File: src/rtl/annulling_reducer.sv
// Masks annulled channels, reduces the survivors with a fixed bitwise operator and
// carries the result through an elastic valid/ready pipeline with a conflict tally.
module annulling_reducer #(
  parameter int    WORD_WIDTH     = 8,
  parameter int    INPUT_COUNT    = 4,
  parameter int    PIPELINE_DEPTH = 2,
  parameter string REDUCE_OP      = "OR",
  parameter int    COUNT_WIDTH    = 8
) (
  input  logic                              clock,
  input  logic                              clear,
  input  logic                              in_valid,
  output logic                              in_ready,
  input  logic [WORD_WIDTH*INPUT_COUNT-1:0] words_in,
  input  logic [INPUT_COUNT-1:0]            annul_in,
  output logic                              out_valid,
  input  logic                              out_ready,
  output logic [WORD_WIDTH-1:0]             word_out,
  output logic                              conflict_out,
  output logic                              none_out,
  output logic [COUNT_WIDTH-1:0]            conflict_count
);

  localparam logic [1:0] OP_OR  = 2'd0;
  localparam logic [1:0] OP_AND = 2'd1;
  localparam logic [1:0] OP_XOR = 2'd2;
  localparam logic [1:0] OP_SEL = (REDUCE_OP == "AND") ? OP_AND :
                                  (REDUCE_OP == "XOR") ? OP_XOR : OP_OR;
  localparam int SW   = $clog2(INPUT_COUNT + 1);
  localparam int LAST = PIPELINE_DEPTH - 1;

  logic [WORD_WIDTH-1:0] w_acc;
  logic [WORD_WIDTH-1:0] w_word;
  logic [SW-1:0]         w_alive;
  logic                  w_conflict;
  logic                  w_none;
  logic [LAST:0]         w_load;
  logic                  w_any_free;

  // Declaration values give the same power-up state as a clear.
  logic [LAST:0]                 r_valid    = {PIPELINE_DEPTH{1'b0}};
  logic [LAST:0][WORD_WIDTH-1:0] r_word     = {(PIPELINE_DEPTH*WORD_WIDTH){1'b0}};
  logic [LAST:0]                 r_conflict = {PIPELINE_DEPTH{1'b0}};
  logic [LAST:0]                 r_none     = {PIPELINE_DEPTH{1'b0}};
  logic [COUNT_WIDTH-1:0]        r_count    = {COUNT_WIDTH{1'b0}};

  // Reduce surviving channels; annulled ones contribute the operator identity.
  always_comb begin
    w_acc   = (OP_SEL == OP_AND) ? {WORD_WIDTH{1'b1}} : {WORD_WIDTH{1'b0}};
    w_alive = {SW{1'b0}};
    for (int i = 0; i < INPUT_COUNT; i++) begin
      if (!annul_in[i]) begin
        w_alive = w_alive + SW'(1);
        case (OP_SEL)
          OP_AND:  w_acc = w_acc & words_in[i*WORD_WIDTH +: WORD_WIDTH];
          OP_XOR:  w_acc = w_acc ^ words_in[i*WORD_WIDTH +: WORD_WIDTH];
          default: w_acc = w_acc | words_in[i*WORD_WIDTH +: WORD_WIDTH];
        endcase
      end else begin
        w_acc = w_acc;
      end
    end
    w_none     = (w_alive == {SW{1'b0}});
    w_conflict = (w_alive > SW'(1));
    if (w_none) begin
      w_word = {WORD_WIDTH{1'b0}};
    end else begin
      w_word = w_acc;
    end
  end

  // A stage may load if it or any stage downstream is empty, or the output drains.
  always_comb begin
    w_load = {PIPELINE_DEPTH{1'b0}};
    for (int s = 0; s < PIPELINE_DEPTH; s++) begin
      w_any_free = out_ready;
      for (int t = s; t < PIPELINE_DEPTH; t++) begin
        if (!r_valid[t]) begin
          w_any_free = 1'b1;
        end else begin
          w_any_free = w_any_free;
        end
      end
      w_load[s] = w_any_free;
    end
  end

  // Pipeline stages and saturating conflict counter.
  always_ff @(posedge clock) begin
    if (clear) begin
      r_valid    <= {PIPELINE_DEPTH{1'b0}};
      r_word     <= {(PIPELINE_DEPTH*WORD_WIDTH){1'b0}};
      r_conflict <= {PIPELINE_DEPTH{1'b0}};
      r_none     <= {PIPELINE_DEPTH{1'b0}};
      r_count    <= {COUNT_WIDTH{1'b0}};
    end else begin
      if (w_load[0]) begin
        r_valid[0]    <= in_valid;
        r_word[0]     <= w_word;
        r_conflict[0] <= w_conflict;
        r_none[0]     <= w_none;
      end
      for (int s = 1; s < PIPELINE_DEPTH; s++) begin
        if (w_load[s]) begin
          r_valid[s]    <= r_valid[s-1];
          r_word[s]     <= r_word[s-1];
          r_conflict[s] <= r_conflict[s-1];
          r_none[s]     <= r_none[s-1];
        end
      end
      if (r_valid[LAST] && out_ready && r_conflict[LAST] &&
          (r_count != {COUNT_WIDTH{1'b1}})) begin
        r_count <= r_count + COUNT_WIDTH'(1);
      end
    end
  end

  assign in_ready       = w_load[0];
  assign out_valid      = r_valid[LAST];
  assign word_out       = r_word[LAST];
  assign conflict_out   = r_conflict[LAST];
  assign none_out       = r_none[LAST];
  assign conflict_count = r_count;

endmodule

File: config.mk
export PLATFORM = sky130hd
export DESIGN_NAME = annulling_reducer
export DESIGN_NICKNAME = d
export VERILOG_FILES = /design/src/rtl/annulling_reducer.sv
export SDC_FILE = /design/constraint.sdc
export NUM_CORES = 1
export LEC_CHECK = 0
export CAP_MARGIN = 30
export CORE_MARGIN = 3
export CORE_UTILIZATION = 43
export CTS_CLUSTER_SIZE = 25
export DETAILED_ROUTE_END_ITERATION = 6
export GPL_TIMING_DRIVEN = 1
export HOLD_SLACK_MARGIN = 0.12
export PLACE_DENSITY = 0.77
export SKIP_CTS_REPAIR_TIMING = 1
export SLEW_MARGIN = 20
export SYNTH_ARGS = -nofsm -noshare
export SYNTH_HDL_FRONTEND = slang
export SYNTH_SLANG_ARGS = --single-unit
File: constraint.sdc
create_clock -name clock -period 2.7 [get_ports clock]
set_input_delay 0.27 -clock clock [delete_from_list [all_inputs] [get_ports clock]]
set_output_delay 0.27 -clock clock [all_outputs]
set_load 0.005 [all_outputs]
# [Word-level counts from Yosys, hierarchy flattened]
# Cells that the tools add are included.
[word_totals] rom_bits=0 out_inout_bits=20 ramBits=0 latchBits=0 n_memories=0 reg_bits=30
[classes] mul=0 shifts=0 n_bitwise=3 eq_ne=1 reduce_logical=4 add_sub_neg=4 n_mux=12 n_div=0 n_lt_le_gt_ge=1
[ops] operator="2-to-1 mux 8 bit" count=5
[ops] operator="OR 8 bit" count=3
[ops] operator="adder 8 x 1 -> 8 bit, second input constant" count=1
[ops] operator="inequality test 8 bit, second input constant" count=1
[ops] operator="adder 3 x 1 -> 3 bit, second input constant" count=2
[ops] operator="2-to-1 mux 3 bit" count=2
[ops] operator="2-to-1 mux 1 bit" count=4
[ops] operator="> comparator 3 x 1 -> 1 bit, second input constant" count=1
[ops] operator="logical AND 1 bit" count=3
[ops] operator="zero test 3 bit" count=1
[ops] operator="adder 1 x 1 -> 2 bit, second input constant" count=1
[ops] operator="2-to-1 mux 2 bit" count=1

# [Longest topological paths before layout]
[logic_depth] ltp_word=9 mapped_depth=9 depth_no_buf=9

# [Least setup slack after synthesis]
# No wires, ideal clock.
[synth_timing] kind="input -> register" start="in annul_in[0]" end="reg r_word[0] (netlist bit)" setup_ps=123 arrival_time_ps=1924 required_time_ps=2577 path_buffers=0 path_stages=8 path_slack_ps=653 path_cell_list="clkinv_1 ha_1 xnor2_2 ha_1 nor3b_1 mux2i_2 a21oi_4 o21ai_1"
[synth_via] elab_chain_cells=9 elab_cells_between_ends=16
[synth_rtl] element="start, declared" line="15" rtl="input logic [INPUT_COUNT-1:0] annul_in,"
[synth_rtl] element="2-to-1 mux 1 bit" line="52" rtl="if (!annul_in[i]) begin"
[synth_rtl] element="adder 1 x 1 -> 2 bit" line="53" rtl="w_alive = w_alive + SW'(1);"
[synth_rtl] element="2-to-1 mux 2 bit" line="52"
[synth_rtl] element="adder 3 x 1 -> 3 bit" line="53"
[synth_rtl] element="2-to-1 mux 3 bit" line="52"
[synth_rtl] element="adder 3 x 1 -> 3 bit" line="53"
[synth_rtl] element="2-to-1 mux 3 bit" line="52"
[synth_rtl] element="zero test 3 bit" line="63" rtl="w_none = (w_alive == {SW{1'b0}});"
[synth_rtl] element="2-to-1 mux 8 bit (*)" line="65" rtl="if (w_none) begin"
[synth_rtl] element="end signal, assigned" line="92" rtl="r_word <= {(PIPELINE_DEPTH*WORD_WIDTH){1'b0}};"
[synth_rtl] element="end signal, assigned by index" line="106" rtl="r_word[s] <= r_word[s-1];"
[synth_rtl] element="end, declared" line="42" rtl="logic [LAST:0][WORD_WIDTH-1:0] r_word = {(PIPELINE_DEPTH*WORD_WIDTH){1'b0}};"
# Mark *: on every way between the ends. The rest lies on a longest branch, timed or not.
# A chain may end at the register's enable or synchronous reset.

# [Worst setup path after layout]
[layout_timing] start="in annul_in[0]" end="reg r_word[4] (netlist bit)"
# The elaborated chain is that of the path after synthesis.

==> flow_summary.yaml <==
outcome:
  outcome: "complete, no violations"
power:
  pwr-share-seq: 0.473
  power_density_mw_per_mm2: 465
  power_mw: 1.04
  p_int_mw: 0.791
  power_leakage_nw: 0.869
  p_sw_frac: 0.237
  p_clk_frac: 0.330
  p_sw_mw: 0.246
  combPwrFrac: 0.197
  ir_drop_v: 0.000212
floorplan:
  fp.dieH_microns: 66.1
  dieArea_sq_mm: 0.00437
  core_area_sq_mm: 0.00342
  die_x_microns: 66.1
  rows: 21
  initial_core_util: 0.455
  io_pins: 60
sta:
  worst_slew_pin_slew_ns: 0.625
  layout_min_cycle_time_ns: 2.23
  hold_violations: 0
  clock_skew_ns: 0.00819
  slew_violations: 0
  rsz0062_at_grt: "no"
  fin_setup_tns_ns: 0
  period_share: 0.825
  finalSetupViolCount: 0
  relSlewSlack: 0.584
  fmax_ghz: 0.449
routing:
  post-route-drc-count: 0
  wl_per_cell_microns: 11.7
  drtPass1Iterations: 4
  drtAntennaViolNets: 0
  drt_iter0_drc: 68
  vias: 1407
  routed_wl_microns: 3300
  routed_via_density: 5.01
synth:
  synth_edf_count: 0
  yosys_warnings: 0
  yosys.cell_types.count: 35
  synth-seq-cells: 30
  synthFlopType: "dfxtp_1"
  synthesis.area_sq_mm: 0.00155
  avgSynthCellArea_sq_um: 8.78
  yosysSeqAreaShare: 0.386
  synthArstFlopShare: 0
  syn_nets: 221
  synthesis.instances: 177
cells_and_area:
  final_cell_mix: "clkdlybuf4s50_1 (59), nand2_1 (30), dfxtp_1 (30)"
  final_area_sq_mm: 0.00223
  nNetsFinal: 278
  n_antenna_cell: 0
  area_growth_pct: 43.3
  utilization: 0.652
  final_common_cell: "clkdlybuf4s50_1"
  drive_above_1_share: 0.115
cts:
  cts_tree: "yes"
  cts_buffer_depth: 2
  cts_buffers: 5
  cts_sinks: 30
  cts_root_buf: "clkbuf_4"
  cts.clk_slew.worst_paths_ns: 0.09
  clock_latency_ns: 0.33
  htreeDepth: 2
critical_path:
  end_kind: "flip-flop"
  cp_max_fo: 9
  r2r_cells: 4
  crit_chain: "clkdlybuf4s50_1 -> clkinv_1 -> ha_1 -> xnor2_2 -> ha_1 -> nor3b_1 -> mux2i_2 -> a21oi_4 -> o21ai_1"
  critPathMostFrequentCell: "ha_1"
  critical-path-top-delay-family: "adder cells"
  r2r_slack_ns: 1.16
  cp_num_buf_inv: 2
  arrival_ns: 2.44
  slowest_delay_ns: 0.48
  startpoint: "annul_in[0]"
  crit_type: "in -> reg"
  reg2reg_to: "r_word[7]"
  r2r_start: "r_valid[1]"
  crit_required_ns: 2.91
  start_kind: "primary input"
  cpMaxStageDelayCell: "clkdlybuf4s50_1"
  cp.depth: 9
global_routing:
  overflow: 0
  antenna_found_initial: 0
  grt_pass1_wl_microns: 5560
  grt_pass1_vias: 1247
  grt_use_total: 0.162
  grt_max_degree: 15
run:
  cap_violations: 0
place:
  placed_area_sq_mm: 0.00215
  place_hpwl_microns: 2530
  place_congestion: 0.820
  numPortBuffers: 59
worst_hold_path:
  whs_path_depth: 2
  holdPathEnd: "r_word[7]"
  hold_class: "reg -> reg"
  hp-start: "r_word[7]"
==> metrics by stage <==
step           cells  hold slack [ns]  worst slack, ns
3_5_place_dp     273            0.438            0.147
4_1_cts          281            0.452            0.476
2_1_floorplan    177            0.399            0.653
3_3_place_gp     273            0.437            0.178
5_1_grt          281            0.471            0.350
6_report         281            0.450            0.472
==> final cells by class <==
type / count / area [sq um]
clock buffers: 5 / 37.5
multi-input cells: 130 / 860
clock inverters: 3 / 40.0
repair buffers: 62 / 613
fillers: 312 / 1190
flip-flops and latches: 30 / 601
well taps: 46 / 57.6
inverters: 5 / 18.8
==> tightest hold or removal path, delay by kind of cell (launching register included) <==
family	cells	cell delay (ns)
flops	1	0.32
simple gates	1	0.05
compound gates	1	0.05
==> state kept, by name, summed over array words and instances (netlist names) <==
signal / cells
conflict_count: 8
r_word: 8
r_valid: 2
r_conflict: 2
word_out: 8
r_none: 2
==> how the worst max path moves through the flow <==
stage                endpoint  slack (ns)
finish              r_word[4]        0.47
global route        r_word[3]        0.35
CTS                 r_word[4]        0.48
detailed placement  r_word[5]        0.15
global placement    r_word[4]        0.18
floorplan           r_word[0]        0.65
==> synth_stat cells, drive strengths merged (7+ instances only) <==
library cell  count  area share
a21bo             7       0.045
a21oi            13       0.049
a22oi            14       0.068
buf               9       0.041
dfxtp            30        0.39
nand2            30       0.072
nor2             12       0.029
o21ai            14       0.045
==> cells by family (layout without fill, tap and decap cells) <==
family | count (synthesis) | count (layout) | share of synthesized area
simple gates | 61 | 61 | 0.196
buf+inv | 17 | 75 | 0.0604
compound gates | 55 | 55 | 0.252
fa+ha+maj | 4 | 4 | 0.0322
xor+xnor | 6 | 6 | 0.0435
flops | 30 | 30 | 0.386
mux | 4 | 4 | 0.0290
==> power by group through the flow <==
stage | logic, mW | clock network, mW | registers, mW
finish | 0.204 | 0.342 | 0.491
global route | 0.224 | 0.370 | 0.495
floorplan | 0.111 | 0 | 0.497
detailed placement | 0.203 | 0 | 0.501
global placement | 0.201 | 0 | 0.500
CTS | 0.205 | 0.352 | 0.491
==> routing by layer <==
layer,vias up,part of all wire,GRT usage
met2,48,0.40,0.227
met5,-,0,0
met1,618,0.50,0.225
met3,6,0.080,0.0578
li1,735,-,-
met4,0,0.018,0.0609
Power figures use the tool's default switching activity.
